==> config.mk <==
export PLATFORM = sky130hd
export DESIGN_NAME = md_sequencer
export DESIGN_NICKNAME = d
export VERILOG_FILES = /design/src/rtl/md_pkg.sv /design/src/rtl/md_iter_core.sv /design/src/rtl/md_sequencer.sv
export SDC_FILE = /design/constraint.sdc
export NUM_CORES = 1
export LEC_CHECK = 0
export ABC_CLOCK_PERIOD_IN_PS = 4950
export BUFFER_PORTS_ARGS = -buffer_cell sky130_fd_sc_hd__buf_2
export CAP_MARGIN = 0
export CORE_MARGIN = 3
export CORE_UTILIZATION = 61
export DETAILED_ROUTE_END_ITERATION = 10
export PLACE_DENSITY = 0.82
export SLEW_MARGIN = 20
export SYNTH_ARGS = -nofsm -noshare
export SYNTH_HDL_FRONTEND = slang
export SYNTH_SLANG_ARGS = --single-unit
==> constraint.sdc <==
create_clock -name clk -period 4.95 [get_ports clk]
set_clock_uncertainty 0.15 [all_clocks]
set_input_delay 0.495 -clock clk [delete_from_list [all_inputs] [get_ports clk]]
set_output_delay 0.495 -clock clk [all_outputs]
set_load 0.02 [all_outputs]
==> src/rtl/md_pkg.sv <==
// Shared definitions for the multiply/divide unit.
//   md_func_e  : MD function codes, identical to the decoder's MDFunc field.
//   md_state_e : sequencer states (IDLE, RUN, FIX).
package md_pkg;

  typedef enum logic [2:0] {
    MD_NONE = 3'd0,
    MD_MTHI = 3'd1,
    MD_MTLO = 3'd2,
    MD_MUL  = 3'd3,
    MD_DIV  = 3'd4
  } md_func_e;

  typedef enum logic [1:0] {
    IDLE = 2'd0,
    RUN  = 2'd1,
    FIX  = 2'd2
  } md_state_e;

endpackage

==> src/rtl/md_iter_core.sv <==
// Single-step iterative datapath shared by multiply and divide.
// Ports:
//   op_div    in  1      0 = shift-add multiply step, 1 = restoring divide step
//   acc_i     in  WIDTH  partial product (mul) / partial remainder (div)
//   shreg_i   in  WIDTH  multiplier shift register (mul) / dividend->quotient (div)
//   operand_i in  WIDTH  multiplicand (mul) / divisor (div)
//   acc_o     out WIDTH  next partial product / remainder
//   shreg_o   out WIDTH  next multiplier / quotient shift register
// After WIDTH steps {acc, shreg} holds the product, or acc = remainder and
// shreg = quotient.
module md_iter_core #(
  parameter int WIDTH = 32
) (
  input  logic             op_div,
  input  logic [WIDTH-1:0] acc_i,
  input  logic [WIDTH-1:0] shreg_i,
  input  logic [WIDTH-1:0] operand_i,
  output logic [WIDTH-1:0] acc_o,
  output logic [WIDTH-1:0] shreg_o
);

  logic [WIDTH:0]   add_sum;
  logic [WIDTH:0]   shifted;
  logic [WIDTH-1:0] diff;
  logic             take;

  always_comb begin
    // Multiply: add multiplicand when the current multiplier LSB is set, then
    // shift the whole {acc, shreg} pair right, carry included.
    add_sum = {1'b0, acc_i} + (shreg_i[0] ? {1'b0, operand_i} : '0);
    // Divide: bring the next dividend bit into the remainder and trial-subtract.
    // When the subtraction is taken the true difference is below the divisor,
    // so the low WIDTH bits are exact.
    shifted = {acc_i, shreg_i[WIDTH-1]};
    diff    = shifted[WIDTH-1:0] - operand_i;
    take    = (shifted >= {1'b0, operand_i});
    if (op_div) begin
      acc_o   = take ? diff : shifted[WIDTH-1:0];
      shreg_o = {shreg_i[WIDTH-2:0], take};
    end else begin
      acc_o   = add_sum[WIDTH:1];
      shreg_o = {add_sum[0], shreg_i[WIDTH-1:1]};
    end
  end

endmodule

==> src/rtl/md_sequencer.sv <==
// Multi-cycle multiply/divide unit with HI/LO registers, sitting beside EX.
// Ports:
//   clk, reset         clock, synchronous active-high reset
//   md_valid           EX instruction valid
//   md_func [2:0]      none / mthi / mtlo / mult / div
//   md_sign            signed operation
//   rd_hilo            EX instruction reads HI or LO
//   a, b [WIDTH]       rs / rt operands
//   hi, lo [WIDTH]     architectural HI / LO
//   busy               operation in flight (RUN or FIX)
//   stall_req          hold EX and earlier this cycle
//   done               one-cycle pulse while results are written (FIX)
// Parameters: WIDTH operand width; MUL_FAST=1 finishes a multiply in a single
// RUN cycle with a combinational product.
module md_sequencer
  import md_pkg::*;
#(
  parameter int WIDTH    = 32,
  parameter int MUL_FAST = 0
) (
  input  logic             clk,
  input  logic             reset,
  input  logic             md_valid,
  input  logic [2:0]       md_func,
  input  logic             md_sign,
  input  logic             rd_hilo,
  input  logic [WIDTH-1:0] a,
  input  logic [WIDTH-1:0] b,
  output logic [WIDTH-1:0] hi,
  output logic [WIDTH-1:0] lo,
  output logic             busy,
  output logic             stall_req,
  output logic             done
);

  localparam int CNT_W = (WIDTH > 1) ? $clog2(WIDTH) : 1;

  md_state_e        state_q, state_d;
  logic [CNT_W-1:0] cnt_q, cnt_d;
  logic [WIDTH-1:0] acc_q, acc_d;
  logic [WIDTH-1:0] shreg_q, shreg_d;
  logic [WIDTH-1:0] opnd_q, opnd_d;
  logic             is_div_q, is_div_d;
  logic             neg_quo_q, neg_quo_d;
  logic             neg_rem_q, neg_rem_d;
  logic [WIDTH-1:0] hi_q, hi_d;
  logic [WIDTH-1:0] lo_q, lo_d;

  logic [WIDTH-1:0]   a_mag, b_mag;
  logic [WIDTH-1:0]   core_acc, core_shreg;
  logic [2*WIDTH-1:0] fast_prod;
  logic [2*WIDTH-1:0] full_res;
  logic [2*WIDTH-1:0] mul_res;

  md_iter_core #(.WIDTH(WIDTH)) u_core (
    .op_div    (is_div_q),
    .acc_i     (acc_q),
    .shreg_i   (shreg_q),
    .operand_i (opnd_q),
    .acc_o     (core_acc),
    .shreg_o   (core_shreg)
  );

  // Magnitudes feed the unsigned iteration; sign is restored in FIX.
  // The most negative value maps onto itself, which is the correct unsigned
  // magnitude and makes the signed overflow case fall out naturally.
  assign a_mag     = (md_sign && a[WIDTH-1]) ? (~a + WIDTH'(1)) : a;
  assign b_mag     = (md_sign && b[WIDTH-1]) ? (~b + WIDTH'(1)) : b;
  assign fast_prod = {{WIDTH{1'b0}}, opnd_q} * {{WIDTH{1'b0}}, shreg_q};
  assign full_res  = {acc_q, shreg_q};
  assign mul_res   = neg_quo_q ? (~full_res + (2*WIDTH)'(1)) : full_res;

  always_ff @(posedge clk) begin
    if (reset) begin
      state_q   <= IDLE;
      cnt_q     <= '0;
      acc_q     <= '0;
      shreg_q   <= '0;
      opnd_q    <= '0;
      is_div_q  <= 1'b0;
      neg_quo_q <= 1'b0;
      neg_rem_q <= 1'b0;
      hi_q      <= '0;
      lo_q      <= '0;
    end else begin
      state_q   <= state_d;
      cnt_q     <= cnt_d;
      acc_q     <= acc_d;
      shreg_q   <= shreg_d;
      opnd_q    <= opnd_d;
      is_div_q  <= is_div_d;
      neg_quo_q <= neg_quo_d;
      neg_rem_q <= neg_rem_d;
      hi_q      <= hi_d;
      lo_q      <= lo_d;
    end
  end

  always_comb begin
    state_d   = state_q;
    cnt_d     = cnt_q;
    acc_d     = acc_q;
    shreg_d   = shreg_q;
    opnd_d    = opnd_q;
    is_div_d  = is_div_q;
    neg_quo_d = neg_quo_q;
    neg_rem_d = neg_rem_q;
    hi_d      = hi_q;
    lo_d      = lo_q;

    case (state_q)
      IDLE: begin
        if (md_valid) begin
          case (md_func_e'(md_func))
            MD_MTHI: hi_d = a;
            MD_MTLO: lo_d = a;
            MD_MUL, MD_DIV: begin
              is_div_d  = (md_func_e'(md_func) == MD_DIV);
              // A zero divisor yields an all-ones quotient from the iteration;
              // suppressing quotient negation keeps it all ones for signed ops,
              // while remainder negation turns |a| back into a.
              neg_quo_d = md_sign & (a[WIDTH-1] ^ b[WIDTH-1])
                          & ~(is_div_d & (b == '0));
              neg_rem_d = md_sign & a[WIDTH-1];
              acc_d     = '0;
              cnt_d     = CNT_W'(WIDTH - 1);
              if (is_div_d) begin
                shreg_d = a_mag;
                opnd_d  = b_mag;
              end else begin
                shreg_d = b_mag;
                opnd_d  = a_mag;
              end
              state_d = RUN;
            end
            default: ;
          endcase
        end
      end
      RUN: begin
        if (MUL_FAST != 0 && !is_div_q) begin
          {acc_d, shreg_d} = fast_prod;
          state_d          = FIX;
        end else begin
          acc_d   = core_acc;
          shreg_d = core_shreg;
          cnt_d   = cnt_q - CNT_W'(1);
          if (cnt_q == '0) state_d = FIX;
        end
      end
      FIX: begin
        if (is_div_q) begin
          lo_d = neg_quo_q ? (~shreg_q + WIDTH'(1)) : shreg_q;
          hi_d = neg_rem_q ? (~acc_q + WIDTH'(1)) : acc_q;
        end else begin
          {hi_d, lo_d} = mul_res;
        end
        state_d = IDLE;
      end
      default: state_d = IDLE;
    endcase
  end

  assign hi        = hi_q;
  assign lo        = lo_q;
  assign busy      = (state_q != IDLE);
  assign done      = (state_q == FIX);
  assign stall_req = busy & md_valid & ((md_func != 3'd0) | rd_hilo);

endmodule

==> results of run 1 <==
synth_stat cells (15+ instances only):
cell type    n
a211oi_1    46
a21o_1      34
a21oi_1    190
a22oi_1     17
a311oi_1    23
a31oi_1     25
buf_1       21
clkbuf_1   115
dfxtp_1    170
ha_1        70
inv_1       69
mux2i_1     47
nand2_1    218
nand2b_1    16
nand3_1     27
nor2_1     251
nor3_1      34
nor4_1      16
o211ai_1    60
o21a_1      15
o21ai_0    132
o22ai_1     17
o31ai_1     22
or3_1       19
xnor2_1     89
xor2_1      83
final timing paths:
check                          start                      end  slack, ps  cells after the start
max reg2reg    acc_q[0]$_SDFFE_PP0P_      hi[22]$_SDFFE_PP0P_        720                     12
max            acc_q[0]$_SDFFE_PP0P_      hi[22]$_SDFFE_PP0P_        720                     12
min                            a[30]      hi[30]$_SDFFE_PP0P_        210                      3
min reg2reg  opnd_q[11]$_SDFFE_PP0P_  opnd_q[11]$_SDFFE_PP0P_        300                      2
final cells by class:
type                    count  area (um2)  area share
multi-input cells        1620       10230      0.6486
flip-flops and latches    170        3405      0.2159
repair buffers            163       905.9     0.05743
clock buffers              17       425.4     0.02697
well taps                 313       391.6     0.02483
inverters                  69       259.0     0.01642
clock inverters            15       156.4    0.009916
through the flow:
| step | area, um2 | std cells | total power, mW |
|---|---|---|---|
| floorplan | 14390 | 1998 | 2.496 |
| global placement | 15190 | 2335 | 2.889 |
| detailed placement | 15190 | 2335 | 2.907 |
| CTS | 15770 | 2367 | 4.238 |
| global route | 15770 | 2367 | 4.457 |
| finish | 15770 | 2367 | 4.285 |
cell families (layout without fill, tap and decap cells):
family | count (synthesis) | after routing | share of synthesized area
AOI/OAI and AO/OA | 657 | 657 | 0.2926
xor gates and xnor gates | 172 | 172 | 0.1047
adders and majority gates | 72 | 72 | 0.06364
buffers and inverters | 208 | 264 | 0.05538
DFF | 170 | 170 | 0.2365
muxes | 57 | 57 | 0.04051
and+or+nand+nor | 662 | 662 | 0.2067
layer usage:
metal / global-route usage / vias up / wire (um) / part of all wire
met5: 0 / - / 0 / 0
met1: 0.5707 / 7379 / 21720 / 0.41
met3: 0.07544 / 153 / 6559 / 0.12
met2: 0.5857 / 1026 / 22060 / 0.42
li1: - / 7301 / - / -
met4: 0.1592 / 0 / 2254 / 0.043
sequential cells by signal, summed over array words and instances (netlist names):
register   count
hi            32
neg_quo_q      1
is_div_q       1
opnd_q        32
shreg_q       32
neg_rem_q      1
acc_q         32
lo            32
cnt_q          5
state_q        2
critical path, stage by stage, from the launching register on:
cell and delay (ps):
dfxtp_1 450, inv_1 210, ha_1 190, or3b_2 460
or4_1 470, nor4_1 530, nand2_1 280, nor2_1 320
nor4b_1 340, o22ai_1 160, xor2_1 240, nand2_1 90
a311oi_1 240
report_power, final:
part | leakage [nW] | switching (mW) | internal [mW]
sequential | 1.38 | 0.0954 | 1.45
combinational | 4.78 | 0.878 | 0.508
clock | 0.276 | 0.683 | 0.674
==> impl_metrics.py, run 1 <==
metrics = {
    "yosys": {
        "ys_seq_elements": 170,
        "syn_area_mm2": 0.01439,
        "avgSynthCellArea_um2": 7.203,
        "synth_top_area_cell": "dfxtp_1",
        "seq_area_frac_synth": 0.2365,
        "syn_nets": 2142,
        "synthCells": 1998,
        "ys_warn_count": 0,
        "synth_cell_types": 75,
        "synth-edff-count": 0,
        "yosys.area.top_type_share": 0.2365,
        "synthArstFlopShare": 0,
        "ys_top_cells_by_area": "dfxtp_1 24%, a21oi_1 6.6%, nor2_1 6.5%",
        "ys.flop_type": "dfxtp_1",
    },
    "clock_tree": {
        "ctsHtreeMaxLevel": 4,
        "path_clk_slew_ps": 80,
        "tritoncts": "built",
        "cts.sinks": 170,
        "clk_latency_ps": 440,
        "cts.path.max_buffers": 2,
        "cts_resized": 0,
        "cts_made_buffers": 17,
        "cts_root_buf": "clkbuf_16",
        "holdBufCountCts": 0,
        "cts_setup_buffers": 0,
    },
    "run_status": {
        "status": "finished clean",
    },
    "sta": {
        "min_period_ps": 4232,
        "final_max_slew_viol_count": 0,
        "fin_ws_ps": 718.4,
        "tns_ps": 0,
        "hold_ws_ps": 206.3,
        "period_share": 0.8549,
        "rsz0062_at_grt": "false",
        "finalHoldViolCount": 0,
        "max-slew-margin-rel": 0.2304,
        "tightest_slew_ps": 1153,
        "fmax_mhz": 236.3,
        "setup_viol": 0,
    },
    "layout": {
        "layout-drive-gt1-share": 0.1173,
        "final_cell_mix": "246 x nor2_1, 217 x nand2_1, 189 x a21oi_1",
        "syn_to_final_growth_pct": 9.589,
        "n_antenna_cell": 0,
        "post-route-util": 0.6883,
        "num-nets-final": 2185,
        "final_common_cell": "nor2_1",
        "fillerInstances": 2052,
    },
    "critical_path": {
        "critPathArrivalTime_ps": 4430,
        "start_kind": "flip-flop",
        "critPathKind": "reg2reg",
        "cp-end-kind": "flip-flop",
        "crit_fanout": 8,
        "cp.required_ps": 5150,
    },
    "placed_design": {
        "portBuffers": 138,
        "gp_congestion": 1.006,
        "place_ws_ps": 896.1,
        "hpwl_um": 40160,
    },
    "power_and_ir_drop": {
        "ir_drop_mv": 0.2279,
        "power_leakage_nw": 6.443,
        "pwr_density_cell_mw_per_mm2": 271.7,
    },
    "drt": {
        "drt_iter0_drc": 2206,
        "wl_um": 52590,
        "via_per_inst": 6.700,
        "wl_per_cell_um": 22.22,
        "vias": 15860,
        "postRouteAntennaNets": 0,
        "dr.pass1.iters": 7,
        "drcViolationCount": 0,
    },
    "floorplanning": {
        "initial_core_util": 0.6281,
        "die_h_um": 159.6,
        "num_rows": 55,
        "die_area_mm2": 0.02547,
        "core_area_mm2": 0.02292,
        "io_pins": 139,
        "die_w_um": 159.6,
    },
    "grt": {
        "grt_pass1_wl_um": 80910,
        "antenna_found_initial": 0,
        "grt_max_degree": 71,
        "grt_remaining_overflow": 0,
        "grt_pass1_vias": 14200,
        "track_usage": 0.3976,
    },
    "run": {
        "drv_cap": 0,
    },
    "min_path": {
        "hold_class": "in2reg",
    },
}
(Power assumes the default switching activity.)
==> run 2: changes to the inputs <==
CELL_PAD_IN_SITES_DETAIL_PLACEMENT = 1   (was not set)
CELL_PAD_IN_SITES_GLOBAL_PLACEMENT = 1   (was not set)
CORE_UTILIZATION = 45   (was 61)
PLACE_DENSITY = not set   (was 0.82)
PLACE_DENSITY_LB_ADDON = 0.1   (was not set)
==> run 2 against run 1 <==
  * First-iteration DRC count decreased by 25%
  * Final cell count up 3.7%
  * Critical path depth rose by 2
  * Fmax grew 0.60%
  * Via count is 0.54% lower
  * Register-to-register slack improved by 30 ps
  * Count of clock-buffer cells in the layout is 2 higher
  * Core utilization fell by 18 points
  * Sequential share of layout area is 0.23 points lower
  * Die area increased by 34%
  * Non-clock buffer count rose by 4
  * Clock power grew 11%
==> impl_metrics.py, run 2 (synthesis results as in run 1) <==
metrics = {
    "run_status": {
        "status": "finished clean",
    },
    "sta": {
        "max-slew-margin-rel": 0.3076,
        "rsz0062_at_grt": "false",
        "tightest_slew_ps": 1035,
        "fin_ws_ps": 743.6,
        "final_max_slew_viol_count": 0,
        "setup_viol": 0,
        "tns_ps": 0,
        "min_period_ps": 4206,
        "finalHoldViolCount": 0,
        "period_share": 0.8498,
        "fmax_mhz": 237.7,
    },
    "critical_path": {
        "crit_fanout": 24,
        "cp-startpoint": "shreg_q[0]$_SDFFE_PP0P_",
        "cp.required_ps": 5150,
        "start_kind": "flip-flop",
        "r2r_start": "shreg_q[0]$_SDFFE_PP0P_",
        "crit_end": "acc_q[31]$_SDFFE_PP0P_",
        "r2r_slack_ps": 740,
        "reg2regPathDepth": 14,
        "cp-end-kind": "flip-flop",
        "critPathKind": "reg2reg",
        "r2r-end": "acc_q[31]$_SDFFE_PP0P_",
        "critPathArrivalTime_ps": 4410,
    },
    "floorplanning": {
        "io_pins": 139,
        "initial_core_util": 0.4632,
        "die_area_mm2": 0.03417,
        "core_area_mm2": 0.03107,
        "die_h_um": 184.8,
        "num_rows": 64,
        "die_w_um": 184.8,
    },
    "layout": {
        "n_antenna_cell": 0,
        "seqCellArea_mm2": 0.003405,
        "final_common_cell": "nor2_1",
        "multiInputGateArea_mm2": 0.01023,
        "syn_to_final_growth_pct": 10.76,
        "final_cell_mix": "246 x nor2_1, 217 x nand2_1, 190 x a21oi_1",
        "layout-drive-gt1-share": 0.1186,
        "num-nets-final": 2189,
        "fillerInstances": 3994,
    },
    "drt": {
        "postRouteAntennaNets": 0,
        "wl_um": 60570,
        "vias": 15770,
        "drcViolationCount": 0,
        "dr.pass1.iters": 5,
        "wl_per_cell_um": 24.68,
        "via_per_inst": 6.428,
        "drt_iter0_drc": 1651,
    },
    "grt": {
        "track_usage": 0.3470,
        "grtUsageMet3": 0.06088,
        "grt_remaining_overflow": 0,
        "antenna_found_initial": 0,
        "gr-usage-met1": 0.4953,
        "grt_util_met2": 0.5311,
        "grt_pass1_wl_um": 91310,
        "grt_pass1_vias": 15170,
        "top_usage_layer": "met2",
        "grt_max_degree": 73,
    },
    "power_and_ir_drop": {
        "power_leakage_nw": 6.489,
        "ir_drop_mv": 0.2587,
        "pwr_density_cell_mw_per_mm2": 282.0,
    },
    "clock_tree": {
        "cts_resized": 0,
        "cts_root_buf": "clkbuf_16",
        "cts_setup_buffers": 0,
        "path_clk_slew_ps": 70,
        "cts.path.max_buffers": 2,
        "holdBufCountCts": 0,
        "cts.sinks": 170,
        "ctsHtreeMaxLevel": 4,
        "cts_made_buffers": 17,
        "clk_latency_ps": 460,
        "tritoncts": "built",
    },
    "min_path": {
        "hold_class": "in2reg",
    },
    "placed_design": {
        "portBuffers": 138,
        "gp_congestion": 0.9830,
        "place_ws_ps": 804.5,
        "hpwl_um": 46680,
    },
    "run": {
        "drv_cap": 0,
    },
}
## run 2: changes by cell type in the layout (fill, tap and decap cells not counted), sizes merged
cell,change
clkinvlp,-1
bufinv,+4
clkbuf,+2
inv,-3
clkinv,-2
buf,+4
## run 2: layout make-up
class	count	area share
Inverter	69	0.01625
Clock buffer	19	0.02778
Tap cell	396	0.03108
Clock inverter	13	0.01185
Multi-Input combinational cell	1620	0.6416
Timing Repair Buffer	167	0.05792
Sequential cell	170	0.2136
## run 2: power breakdown
part / internal, mW / switching (mW) / leakage (nW)
logic: 0.513 / 0.922 / 4.80
clock network: 0.864 / 0.650 / 0.305
registers: 1.45 / 0.0981 / 1.38
total: 2.82 / 1.67 / 6.49
## run 2: how the worst min path moves through the flow
| stage | from | endpoint | slack, ps | cells past startpoint |
|---|---|---|---|---|
| final | a[30] | hi[30]$_SDFFE_PP0P_ | 210 | 3 |
| after detailed placement | hi[0]$_SDFFE_PP0P_ | hi[0]$_SDFFE_PP0P_ | 300 | 2 |
| after floorplan | opnd_q[10]$_SDFFE_PP0P_ | opnd_q[10]$_SDFFE_PP0P_ | 280 | 2 |
| after CTS | a[30] | hi[30]$_SDFFE_PP0P_ | 200 | 3 |
| after global placement | hi[0]$_SDFFE_PP0P_ | hi[0]$_SDFFE_PP0P_ | 290 | 2 |
| after global routing | a[30] | hi[30]$_SDFFE_PP0P_ | 220 | 3 |
## run 2: worst max-delay path: stages, from the launching register on
cell      delay, ps
dfxtp_1         370
inv_1           320
buf_4           370
nor2_1           90
ha_1            360
a21o_1          210
a21o_1          170
a21oi_1         140
nand3_1         170
a32o_1          330
o31a_1          390
a21boi_0        350
o31ai_1         130
a211o_1         300
a32o_1          250
## run 2: per-stage QoR
stage,power [mW],util,area (um2),hold WS (ps),cells
after floorplan,2.496,-,14390,281.9,1998
after global placement,2.937,0.4928,15310,286.8,2422
after detailed placement,2.972,0.4928,15310,296.3,2422
after CTS,4.472,0.5131,15940,198.5,2454
after global routing,4.679,0.5131,15940,218.6,2454
final,4.495,0.5131,15940,208.6,2454
## run 2: routing by layer
metal	part of all wire	up-vias	wire length, um
met2	0.44	677	26460
met4	0.032	0	1950
met1	0.45	7706	27360
li1	-	7281	-
met5	0	-	0
met3	0.079	110	4804
